<file path="src/rtl/bullet_pool_pkg.sv">
// Shared definitions for the bullet pool: direction codes, default screen
// limits, plot colour selects and the plot sequencer state type.
package bullet_pool_pkg;

  localparam logic [1:0] DIR_HOLD = 2'b00;
  localparam logic [1:0] DIR_POS  = 2'b01;
  localparam logic [1:0] DIR_NEG  = 2'b10;

  localparam int SCREEN_X_MAX = 139;
  localparam int SCREEN_Y_MAX = 119;

  // plot_erase value: background colour wipes the old pixel, bullet colour draws
  localparam logic PLOT_COLOUR_BG     = 1'b1;
  localparam logic PLOT_COLOUR_BULLET = 1'b0;

  typedef enum logic [2:0] {
    ST_IDLE,
    ST_SCAN,
    ST_ERASE,
    ST_DRAW,
    ST_NEXT
  } plot_state_t;

endpackage

</file>
<file path="src/rtl/bullet_pool_slot.sv">
// One projectile slot: live flag, position, previous position and heading.
// Ports:
//   clk, resetn          clock, async active-low reset
//   load                 take a new bullet from load_* (slot is free)
//   step                 movement tick; moves the bullet if live
//   kill                 collision; clears a live slot, beats load and step
//   load_x/y, load_dir_* spawn position and heading
//   active               slot is live
//   pos_x/y              current position (drawn)
//   old_x/y              position before the last step (erased)
module bullet_pool_slot
  import bullet_pool_pkg::*;
#(
  parameter int X_W   = 8,
  parameter int Y_W   = 7,
  parameter int X_MAX = SCREEN_X_MAX,
  parameter int Y_MAX = SCREEN_Y_MAX,
  parameter int STEP  = 3
) (
  input  logic           clk,
  input  logic           resetn,
  input  logic           load,
  input  logic           step,
  input  logic           kill,
  input  logic [X_W-1:0] load_x,
  input  logic [Y_W-1:0] load_y,
  input  logic [1:0]     load_dir_x,
  input  logic [1:0]     load_dir_y,
  output logic           active,
  output logic [X_W-1:0] pos_x,
  output logic [Y_W-1:0] pos_y,
  output logic [X_W-1:0] old_x,
  output logic [Y_W-1:0] old_y
);

  localparam logic signed [X_W:0] STEP_X = (X_W+1)'(STEP);
  localparam logic signed [Y_W:0] STEP_Y = (Y_W+1)'(STEP);
  localparam logic signed [X_W:0] LIM_X  = (X_W+1)'(X_MAX);
  localparam logic signed [Y_W:0] LIM_Y  = (Y_W+1)'(Y_MAX);

  logic [1:0]            dir_x, dir_y;
  logic signed [X_W:0]   delta_x, next_x;
  logic signed [Y_W:0]   delta_y, next_y;
  logic                  retire;

  // One extra sign bit lets a step below zero show up as negative.
  always_comb begin
    delta_x = '0;
    delta_y = '0;
    case (dir_x)
      DIR_POS:  delta_x = STEP_X;
      DIR_NEG:  delta_x = -STEP_X;
      DIR_HOLD: delta_x = '0;
      default:  delta_x = '0;
    endcase
    // screen y grows downwards, so "up" subtracts
    case (dir_y)
      DIR_POS:  delta_y = -STEP_Y;
      DIR_NEG:  delta_y = STEP_Y;
      DIR_HOLD: delta_y = '0;
      default:  delta_y = '0;
    endcase
    next_x = $signed({1'b0, pos_x}) + delta_x;
    next_y = $signed({1'b0, pos_y}) + delta_y;
    retire = next_x[X_W] || (next_x > LIM_X) || next_y[Y_W] || (next_y > LIM_Y);
  end

  always_ff @(posedge clk or negedge resetn) begin
    if (!resetn) begin
      active <= 1'b0;
      pos_x  <= '0;
      pos_y  <= '0;
      old_x  <= '0;
      old_y  <= '0;
      dir_x  <= DIR_HOLD;
      dir_y  <= DIR_HOLD;
    end else if (kill && active) begin
      active <= 1'b0;
    end else if (load) begin
      active <= 1'b1;
      pos_x  <= load_x;
      pos_y  <= load_y;
      dir_x  <= load_dir_x;
      dir_y  <= load_dir_y;
    end else if (step && active) begin
      old_x <= pos_x;
      old_y <= pos_y;
      // a retiring bullet keeps its position so the erase beat hits the right pixel
      if (retire) begin
        active <= 1'b0;
      end else begin
        pos_x <= next_x[X_W-1:0];
        pos_y <= next_y[Y_W-1:0];
      end
    end
  end

endmodule

</file>
<file path="src/rtl/bullet_pool.sv">
// Bullet pool: allocates slots on fire, steps live bullets on each movement
// tick and then walks the slots emitting erase/draw pixel requests.
// Ports:
//   clk, resetn              clock, async active-low reset
//   fire, start_x/y, dir_x/y fire request with spawn position and heading
//   fire_accept              fire taken this cycle (a slot was free)
//   hit                      per-slot collision kill
//   active                   slot-live vector
//   plot_valid/ready         pixel request handshake
//   plot_x/y, plot_erase     pixel and colour select (1 = background)
//   plot_idx                 slot owning the request
//
// state    | meaning
// ST_IDLE  | waiting for a pending tick; steps all slots when it comes
// ST_SCAN  | decide whether slot idx was live before the step
// ST_ERASE | request background at old position
// ST_DRAW  | request bullet colour at new position
// ST_NEXT  | advance idx or return to idle after the last slot
module bullet_pool
  import bullet_pool_pkg::*;
#(
  parameter int NUM_BULLETS = 4,
  parameter int X_W         = 8,
  parameter int Y_W         = 7,
  parameter int X_MAX       = SCREEN_X_MAX,
  parameter int Y_MAX       = SCREEN_Y_MAX,
  parameter int STEP        = 3,
  parameter int TICK_CYCLES = 12500000,
  localparam int IDX_W      = (NUM_BULLETS > 1) ? $clog2(NUM_BULLETS) : 1
) (
  input  logic                   clk,
  input  logic                   resetn,
  input  logic                   fire,
  input  logic [X_W-1:0]         start_x,
  input  logic [Y_W-1:0]         start_y,
  input  logic [1:0]             dir_x,
  input  logic [1:0]             dir_y,
  output logic                   fire_accept,
  input  logic [NUM_BULLETS-1:0] hit,
  output logic [NUM_BULLETS-1:0] active,
  output logic                   plot_valid,
  input  logic                   plot_ready,
  output logic [X_W-1:0]         plot_x,
  output logic [Y_W-1:0]         plot_y,
  output logic                   plot_erase,
  output logic [IDX_W-1:0]       plot_idx
);

  localparam int CNT_W = (TICK_CYCLES > 1) ? $clog2(TICK_CYCLES) : 1;

  logic [X_W-1:0]         pos_x [NUM_BULLETS];
  logic [Y_W-1:0]         pos_y [NUM_BULLETS];
  logic [X_W-1:0]         old_x [NUM_BULLETS];
  logic [Y_W-1:0]         old_y [NUM_BULLETS];
  logic [NUM_BULLETS-1:0] alloc, load, was_live;
  logic                   found, step_all, tick_pend;
  logic [CNT_W-1:0]       tick_cnt;
  logic [IDX_W-1:0]       idx, idx_nxt;
  plot_state_t            state, state_nxt;

  // lowest-index free slot, one-hot
  always_comb begin
    alloc = '0;
    found = 1'b0;
    for (int i = 0; i < NUM_BULLETS; i++) begin
      if (!found && !active[i]) begin
        alloc[i] = 1'b1;
        found    = 1'b1;
      end
    end
  end

  assign fire_accept = fire & ~&active;
  assign load        = fire_accept ? alloc : '0;
  assign step_all    = (state == ST_IDLE) && tick_pend;

  for (genvar g = 0; g < NUM_BULLETS; g++) begin : g_slot
    bullet_pool_slot #(
      .X_W(X_W), .Y_W(Y_W), .X_MAX(X_MAX), .Y_MAX(Y_MAX), .STEP(STEP)
    ) u_slot (
      .clk        (clk),
      .resetn     (resetn),
      .load       (load[g]),
      .step       (step_all),
      .kill       (hit[g]),
      .load_x     (start_x),
      .load_y     (start_y),
      .load_dir_x (dir_x),
      .load_dir_y (dir_y),
      .active     (active[g]),
      .pos_x      (pos_x[g]),
      .pos_y      (pos_y[g]),
      .old_x      (old_x[g]),
      .old_y      (old_y[g])
    );
  end

  // A new tick wins over consumption in the same cycle so it is never lost;
  // further ticks while one is pending simply merge.
  always_ff @(posedge clk or negedge resetn) begin
    if (!resetn) begin
      tick_cnt  <= '0;
      tick_pend <= 1'b0;
    end else begin
      if (tick_cnt == '0) tick_cnt <= CNT_W'(TICK_CYCLES - 1);
      else                tick_cnt <= tick_cnt - 1'b1;
      if (tick_cnt == '0) tick_pend <= 1'b1;
      else if (step_all)  tick_pend <= 1'b0;
    end
  end

  always_ff @(posedge clk or negedge resetn) begin
    if (!resetn) begin
      state    <= ST_IDLE;
      idx      <= '0;
      was_live <= '0;
    end else begin
      state <= state_nxt;
      idx   <= idx_nxt;
      if (step_all) was_live <= active;
    end
  end

  always_comb begin
    state_nxt = state;
    idx_nxt   = idx;
    case (state)
      ST_IDLE: begin
        if (tick_pend) begin
          state_nxt = ST_SCAN;
          idx_nxt   = '0;
        end
      end
      ST_SCAN:  state_nxt = was_live[idx] ? ST_ERASE : ST_NEXT;
      ST_ERASE: if (plot_ready) state_nxt = active[idx] ? ST_DRAW : ST_NEXT;
      ST_DRAW:  if (plot_ready) state_nxt = ST_NEXT;
      ST_NEXT: begin
        if (idx == IDX_W'(NUM_BULLETS - 1)) begin
          state_nxt = ST_IDLE;
        end else begin
          state_nxt = ST_SCAN;
          idx_nxt   = idx + 1'b1;
        end
      end
      default:  state_nxt = ST_IDLE;
    endcase
  end

  // Coordinates are captured on entry to each beat so a reload of the slot
  // while the arbiter stalls cannot change a request already presented.
  always_ff @(posedge clk or negedge resetn) begin
    if (!resetn) begin
      plot_x <= '0;
      plot_y <= '0;
    end else if (state == ST_SCAN && was_live[idx]) begin
      plot_x <= old_x[idx];
      plot_y <= old_y[idx];
    end else if (state == ST_ERASE && plot_ready && active[idx]) begin
      plot_x <= pos_x[idx];
      plot_y <= pos_y[idx];
    end
  end

  assign plot_valid = (state == ST_ERASE) || (state == ST_DRAW);
  assign plot_erase = (state == ST_ERASE) ? PLOT_COLOUR_BG : PLOT_COLOUR_BULLET;
  assign plot_idx   = idx;

endmodule
</file>
<file path="config.mk">
export PLATFORM = sky130hd
export DESIGN_NAME = bullet_pool
export DESIGN_NICKNAME = d
export VERILOG_FILES = /design/src/rtl/bullet_pool_pkg.sv /design/src/rtl/bullet_pool_slot.sv /design/src/rtl/bullet_pool.sv
export SDC_FILE = /design/constraint.sdc
export NUM_CORES = 1
export LEC_CHECK = 0
export ABC_AREA = 1
export BUFFER_PORTS_ARGS = -buffer_cell sky130_fd_sc_hd__buf_2
export CAP_MARGIN = 20
export CORE_ASPECT_RATIO = 1.75
export CORE_MARGIN = 8
export CORE_UTILIZATION = 50
export CTS_CLUSTER_DIAMETER = 200
export DETAILED_ROUTE_END_ITERATION = 12
export GPL_TIMING_DRIVEN = 0
export PLACE_DENSITY = 0.74
export SYNTH_ARGS = -nofsm -noshare
export SYNTH_HDL_FRONTEND = slang
export SYNTH_SLANG_ARGS = --single-unit
</file>
<file path="constraint.sdc">
create_clock -name clk -period 5.79 [get_ports clk]
set_clock_uncertainty 0.05 [all_clocks]
set_input_delay 0 -clock clk [delete_from_list [all_inputs] [get_ports clk]]
set_output_delay 0 -clock clk [all_outputs]
set_load 0.01 [all_outputs]
</file>
# Word-level counts from Yosys, hierarchy flattened
# Cells that the tools add are included.
# Widths: inputs -> output; s select.
dict set report word_totals {
  register_bits 189
  wordCells 253
  inputBits 27
  out_inout_bits 24
}
dict set report classes {
  n_reduce_logical 70
  bitwise 10
  eq_ne 29
  mux 89
  n_lt_le_gt_ge 10
  add_sub_neg 10
}
# operator count
set ops {}
lappend ops {{$mux 8} 18}
lappend ops {{$mux 7} 18}
lappend ops {{$pmux 9 s2} 4}
lappend ops {{$pmux 8 s2} 4}
lappend ops {{$add 9x9->9} 4}
lappend ops {{$gt 9x9->1 const B} 4}
lappend ops {{$add 8x8->8} 4}
lappend ops {{$bmux 8 s2} 2}
lappend ops {{$gt 8x8->1 const B} 4}
lappend ops {{$reduce_and 3->1} 10}
lappend ops {{$bmux 7 s2} 2}
lappend ops {{$mux 1} 28}
lappend ops {{$logic_not 24->1} 1}
lappend ops {{$mux 24} 1}
lappend ops {{$reduce_bool 3->1} 8}
lappend ops {{$sub 24x1->24 const B} 1}
lappend ops {{$eq 2x2->1 const B} 9}
lappend ops {{$eq 2x1->1 const B} 8}
lappend ops {{$ne 2x2->1 const B} 8}
lappend ops {{$reduce_and 2->1} 8}
lappend ops {{$logic_and 1x1->1} 15}
lappend ops {{$mux 3} 5}
lappend ops {{$pmux 3 s5} 1}
lappend ops {{$reduce_bool 2->1} 7}
lappend ops {{other kinds (17)} 44}

# Depth between registers and ports, before layout
dict set report depth {
  ltp_word 12
  mapped_depth 20
  mapped_depth_nobuf 19
}

# Hierarchy
# From an unflattened synthesis, not the netlist that was laid out.
dict set report hier_totals {
  hier_cells 2026
  hier_area_um2 13998.4
}
# module n_inst seq_area_each_um2 area_each_um2 cells_per_inst
set modules_own_cells {}
lappend modules_own_cells {{bullet_pool_slot at g_slot[0].u_slot ...} 3 875.8 2499.9 336}
lappend modules_own_cells {bullet_pool 1 1226.2 3983.8 675}
lappend modules_own_cells {{bullet_pool_slot at g_slot[3].u_slot} 1 875.8 2514.9 343}

# Worst setup path after synthesis
# OpenSTA, ideal clock, no wires.
dict set report synth_path {
  path_kind {reg-to-reg}
  startpoint {reg g_slot[3].u_slot.dir_y[0]}
  endpoint {reg g_slot[3].u_slot.pos_x[5]}
  setup_ns 0.117
  period_less_slack_ns 2.651
  arrival_ns 2.484
  required_ns 5.623
  path_buffers 1
  path_slack_ns 3.139
  path_stages_with_launch 19
  path_cell_list {dfrtp_1 inv_1 ha_1 inv_1 ha_1 inv_1 fa_1 inv_1 nand3_1 nand2_1 xnor2_1 nor2_1 nand3b_1 nand2_1 nor2_1 nand4_4 buf_2 nand3_1 nand2_1}
}
dict set report synth_via {
  elab_chain_cells 7
  word_cells_on_any_way 9
  cone_classes {1 x add/sub; 1 x order compare; 3 x eq/ne; 1 x mux; 3 x reduce/logical}
}
# element line
set synth_rtl {}
lappend synth_rtl {{from (decl)} bullet_pool_slot.sv:41} ;# logic [1:0] dir_x, dir_y;
lappend synth_rtl {{from (signal assigned)} bullet_pool_slot.sv:84} ;# dir_y <= load_dir_y;
lappend synth_rtl {{$eq 2x2->1 / $eq 2x1->1 (equally long branches)} bullet_pool_slot.sv:57} ;# case (dir_y)
lappend synth_rtl {{$pmux 8 s2 (*)} bullet_pool_slot.sv:57}
lappend synth_rtl {{$add 8x8->8 (*)} bullet_pool_slot.sv:64} ;# next_y = $signed({1'b0, pos_y}) + delta_y;
lappend synth_rtl {{$gt 8x8->1 / $logic_or 1x1->1 (equally long branches)} bullet_pool_slot.sv:65} ;# retire = next_x[X_W] || (next_x > LIM_X) || next_y[Y_W] || (next_y > LIM_Y);
lappend synth_rtl {{$logic_or 1x1->1 (*)} bullet_pool_slot.sv:65}
lappend synth_rtl {{$ne 2x2->1 (no source line) (*)} n/a}
lappend synth_rtl {{$reduce_and 3->1 (no source line) (*)} n/a}
lappend synth_rtl {{to (signal assigned)} bullet_pool_slot.sv:81} ;# pos_x <= load_x;
lappend synth_rtl {{to (signal assigned)} bullet_pool_slot.sv:92} ;# pos_x <= next_x[X_W-1:0];
lappend synth_rtl {{to (decl)} bullet_pool_slot.sv:30} ;# output logic [X_W-1:0] pos_x,
# Mark *: on every way between the ends. The rest lies on a longest branch, timed or not.
# A chain may end at the register's enable or synchronous reset.

# Worst setup path after layout
dict set report layout_path {
  startpoint {reg g_slot[2].u_slot.dir_y[0]}
  endpoint {reg g_slot[2].u_slot.pos_y[3]}
}
dict set report layout_via {
  elab_chain_cells 7
  word_cells_on_any_way 12
  cone_classes {1 x add/sub; 1 x order compare; 3 x eq/ne; 4 x mux; 3 x reduce/logical}
}
# element line
set layout_rtl {}
lappend layout_rtl {{from (decl)} bullet_pool_slot.sv:41}
lappend layout_rtl {{from (signal assigned)} bullet_pool_slot.sv:84}
lappend layout_rtl {{$eq 2x2->1 / $eq 2x1->1 (equally long branches)} bullet_pool_slot.sv:57}
lappend layout_rtl {{$pmux 8 s2 (*)} bullet_pool_slot.sv:57}
lappend layout_rtl {{$add 8x8->8 (*)} bullet_pool_slot.sv:64}
lappend layout_rtl {{$gt 8x8->1 / $logic_or 1x1->1 (equally long branches)} bullet_pool_slot.sv:65}
lappend layout_rtl {{$logic_or 1x1->1} bullet_pool_slot.sv:65}
lappend layout_rtl {{$ne 2x2->1 (no source line)} n/a}
lappend layout_rtl {{$reduce_and 3->1 (no source line)} n/a}
lappend layout_rtl {{to (signal assigned)} bullet_pool_slot.sv:82} ;# pos_y <= load_y;
lappend layout_rtl {{to (signal assigned)} bullet_pool_slot.sv:93} ;# pos_y <= next_y[Y_W-1:0];
lappend layout_rtl {{to (decl)} bullet_pool_slot.sv:31} ;# output logic [Y_W-1:0] pos_y,
# Mark *: on every way between the ends. The rest lies on a longest branch, timed or not. The select of a mux whose other input is x is not followed.

==> impl_metrics.py <==
metrics = {
    "global_route": {
        "grt_max_degree": 119,
        "first_global_vias": 11600,
        "grt_overflow": 0,
        "grtUsageTotal_pct": 26.6,
        "antenna_found_initial": 0,
        "grt_pass1_wl_mm": 63.0,
    },
    "synthesis": {
        "synth_area_leaders": "dfrtp_1 37%, nand2_1 15%, o21ai_0 8.7%",
        "syn_inst": 1788,
        "yosys.area.top_type": "dfrtp_1",
        "synth_area_um2": 12800,
        "yosysSeqAreaShare_pct": 37.0,
        "async_reset_ff_share_pct": 100,
        "yosysUniqueCellTypes": 46,
        "synth_edf_count": 0,
        "synth-main-ff-cell": "dfrtp_1",
        "syn_avg_cell_area_um2": 7.14,
        "synthesis.nets": 1882,
        "synth-seq-cells": 189,
        "synth_top_area_share_pct": 37.0,
        "yosysWarnings": 0,
    },
    "layout": {
        "layout.cells.non_filler": 2205,
        "fin_area_um2": 14200,
        "nets": 1970,
        "drive_gt1_share_pct": 8.68,
        "syn_to_final_growth_pct": 11.5,
        "layout_common_cells": "507 x nand2_1, 227 x inv_1, 223 x o21ai_0",
        "final_core_util_pct": 56.4,
        "diodes": 0,
        "final_common_cell": "nand2_1",
        "fillers": 2412,
    },
    "timing": {
        "worst_pin_slew_ns": 1.03,
        "rsz0062_at_grt": "false",
        "slew_headroom_pct": 31.1,
        "timing.setup.tns_ns": 0,
        "fin_crit_ns": 3.03,
        "drv_slew": 0,
        "fmax_ghz": 0.330,
        "setup_viol": 0,
        "finalCritPeriodShare_pct": 52.3,
        "finalHoldViolations": 0,
        "timing.hold.ws_ns": 0.0354,
    },
    "route": {
        "wl_mm": 40.3,
        "wl_per_cell_um": 18.3,
        "drt_first_pass_iters": 8,
        "drt_drc_violations_left": 0,
        "drt_iter0_drc": 868,
        "vias": 12200,
        "vias_per_cell": 5.53,
        "ant_nets": 0,
    },
    "setup_path": {
        "end_kind": "flip-flop",
        "r2r_cells": 18,
        "rrSetupSlack_ns": 2.76,
        "reg2reg_to": "g_slot[2].u_slot.pos_y[3]$_DFFE_PN0P_",
        "crit_fanout": 10,
        "critPathSlowestCell": "fa_1",
        "path_cells": "inv_1 -> ha_1 -> inv_1 -> ha_1 -> inv_1 -> fa_1 -> inv_1 -> nand3_1 -> nand2_1 -> xnor2_1 -> nor2_1 -> nand3b_1 -> nand2_1 -> nor2_1 -> nand4_4 -> buf_2 -> nand3_1 -> nand2_1",
        "cpMostUsedCell": "inv_1",
        "cp_top_family": "simple AND/OR/NAND/NOR gates",
        "r2r_start": "g_slot[2].u_slot.dir_y[0]$_DFFE_PN0P_",
        "start_kind": "flip-flop",
        "crit_required_ns": 6.08,
        "slowest_delay_ns": 0.40,
        "critical_path_class": "reg2reg",
        "path_buf_inv": 5,
        "arrival_ns": 3.32,
    },
    "clock_tree": {
        "cts_buffers": 17,
        "clkSlewWorstSetupHoldPaths_ns": 0.07,
        "cts_resized": 0,
        "worstSkewPairLatency_ns": 0.46,
        "clk_path_buf_depth": 2,
        "htreeDepth": 4,
        "cts_tree": "yes",
        "cts_setup_buffers": 0,
        "cts_root_buf": "clkbuf_16",
        "cts_sinks": 189,
    },
    "flow_run": {
        "drv_cap": 0,
    },
    "die": {
        "pin_count": 51,
        "die-height_um": 227,
        "die_w_um": 137,
        "die-area_um2": 31100,
        "rows": 77,
        "start_util_pct": 50.6,
        "design.core.area_um2": 25200,
    },
    "hold_path": {
        "min_path_type": "in2reg",
        "holdPathStages": 5,
        "holdPathEnd": "g_slot[2].u_slot.pos_x[0]$_DFFE_PN0P_",
        "min_from": "start_x[0]",
    },
    "pwr": {
        "p_leak_nw": 7.40,
        "powerDensity_nw_per_um2": 472,
        "peakVddDrop_uv": 286,
    },
    "placement": {
        "dp_cells": 2155,
        "dp_hpwl_mm": 31.6,
        "place_congestion": 0.987,
        "portBuffers": 50,
        "placed_area_um2": 13500,
    },
    "run_status": {
        "outcome": "finished, final reports clean",
    },
}
[tightest hold or removal path: stages]
cell	delay [ns]
buf_2	0.08
inv_1	0.14
o21ai_0	0.19
nand2_1	0.05
nand2_1	0.05
[synthesized netlist by cell type (2+ instances only)]
master	number
nand2_1	507
inv_1	227
o21ai_0	223
dfrtp_1	189
nand3_1	139
a21oi_1	97
nor2_1	95
ha_1	59
clkbuf_1	44
nand4_1	19
xnor2_1	18
nor2_2	16
mux2i_1	15
xor2_1	15
buf_6	10
buf_2	8
fa_1	8
o22ai_1	8
inv_2	7
nand3b_1	7
nor3_1	7
buf_1	6
nand2_2	6
nand3_2	6
or2_2	6
nand4_2	5
a21o_1	4
buf_4	4
nor2_4	4
clkinv_1	3
nor4_1	3
o21ai_1	3
nand2_4	2
nand4_4	2
o211ai_1	2
o21bai_1	2
o21bai_4	2
or2_1	2
[routing by layer]
metal,track usage (%),part of all wire [%]
met1,30.0,38
met2,45.9,50
met3,3.56,5.2
met4,17.7,6.9
met5,0,0
[flip-flops by register name, indices dropped and copies added, names as in the netlist]
signal and count:
plot_x 8, plot_y 7, state 3, g_slot.u_slot.old_x 32, g_slot.u_slot.dir_y 8, g_slot.u_slot.dir_x 8, g_slot.u_slot.pos_y 28, plot_idx 2
g_slot.u_slot.active 4, g_slot.u_slot.pos_x 32, g_slot.u_slot.old_y 28, was_live 4, tick_pend 1, tick_cnt 24
[power breakdown]
group	internal, mW	switching (mW)	total [mW]
Clock	0.693	0.539	1.23
Combinational	1.23	2.19	3.42
Sequential	1.64	0.429	2.06
Total	3.56	3.15	6.72
[final cells by class]
type / instances / area [um2] / share of cell area, %
Buffer: 72 / 370 / 2.60
Clock buffer: 19 / 443 / 3.11
Sequential cell: 189 / 4730 / 33.2
Clock inverter: 13 / 165 / 1.16
Inverter: 237 / 890 / 6.25
Timing Repair Buffer: 69 / 468 / 3.29
Tap cell: 316 / 395 / 2.78
Multi-Input combinational cell: 1290 / 6780 / 47.6
[logic make-up (layout without fill, tap and decap cells)]
kind of cell	count (synthesis)	in the layout	synth area share, %
DFF	189	189	37.0
muxes	16	16	1.26
xor gates and xnor gates	34	34	2.39
adders and majority gates	67	67	7.04
AOI/OAI and AO/OA	345	345	14.1
buffers and inverters	309	410	9.87
and+or+nand+nor	828	828	28.3
[timing repair]
item                                    CTS  global route
endpoints found under the setup margin    0             0
hold endpoints to repair                125             0
hold buffers                             18             0
[how the worst max path moves through the flow]
stage	from	endpoint	slack (ns)	depth (start not counted)
after floorplan	g_slot[3].u_slot.dir_y[0]$_DFFE_PN0P_	g_slot[3].u_slot.pos_x[5]$_DFFE_PN0P_	3.14	18
after global placement	resetn	g_slot[3].u_slot.pos_x[1]$_DFFE_PN0P_	1.55	1
after detailed placement	g_slot[3].u_slot.dir_y[0]$_DFFE_PN0P_	g_slot[3].u_slot.pos_y[6]$_DFFE_PN0P_	2.81	17
after CTS	g_slot[3].u_slot.dir_y[0]$_DFFE_PN0P_	g_slot[3].u_slot.pos_y[6]$_DFFE_PN0P_	2.79	17
after global routing	g_slot[3].u_slot.dir_y[0]$_DFFE_PN0P_	g_slot[3].u_slot.pos_y[4]$_DFFE_PN0P_	2.59	18
final	g_slot[2].u_slot.dir_y[0]$_DFFE_PN0P_	g_slot[2].u_slot.pos_y[3]$_DFFE_PN0P_	2.76	18
[per-stage QoR]
step                      power (mW)  setup WS (ns)
final                           6.72           2.76
after global routing            7.24           2.59
after CTS                       6.69           2.79
after detailed placement        5.44           2.81
after global placement          5.36           1.55
after floorplan                 4.42           3.14
Note: power is estimated with default switching activity, not from simulation.
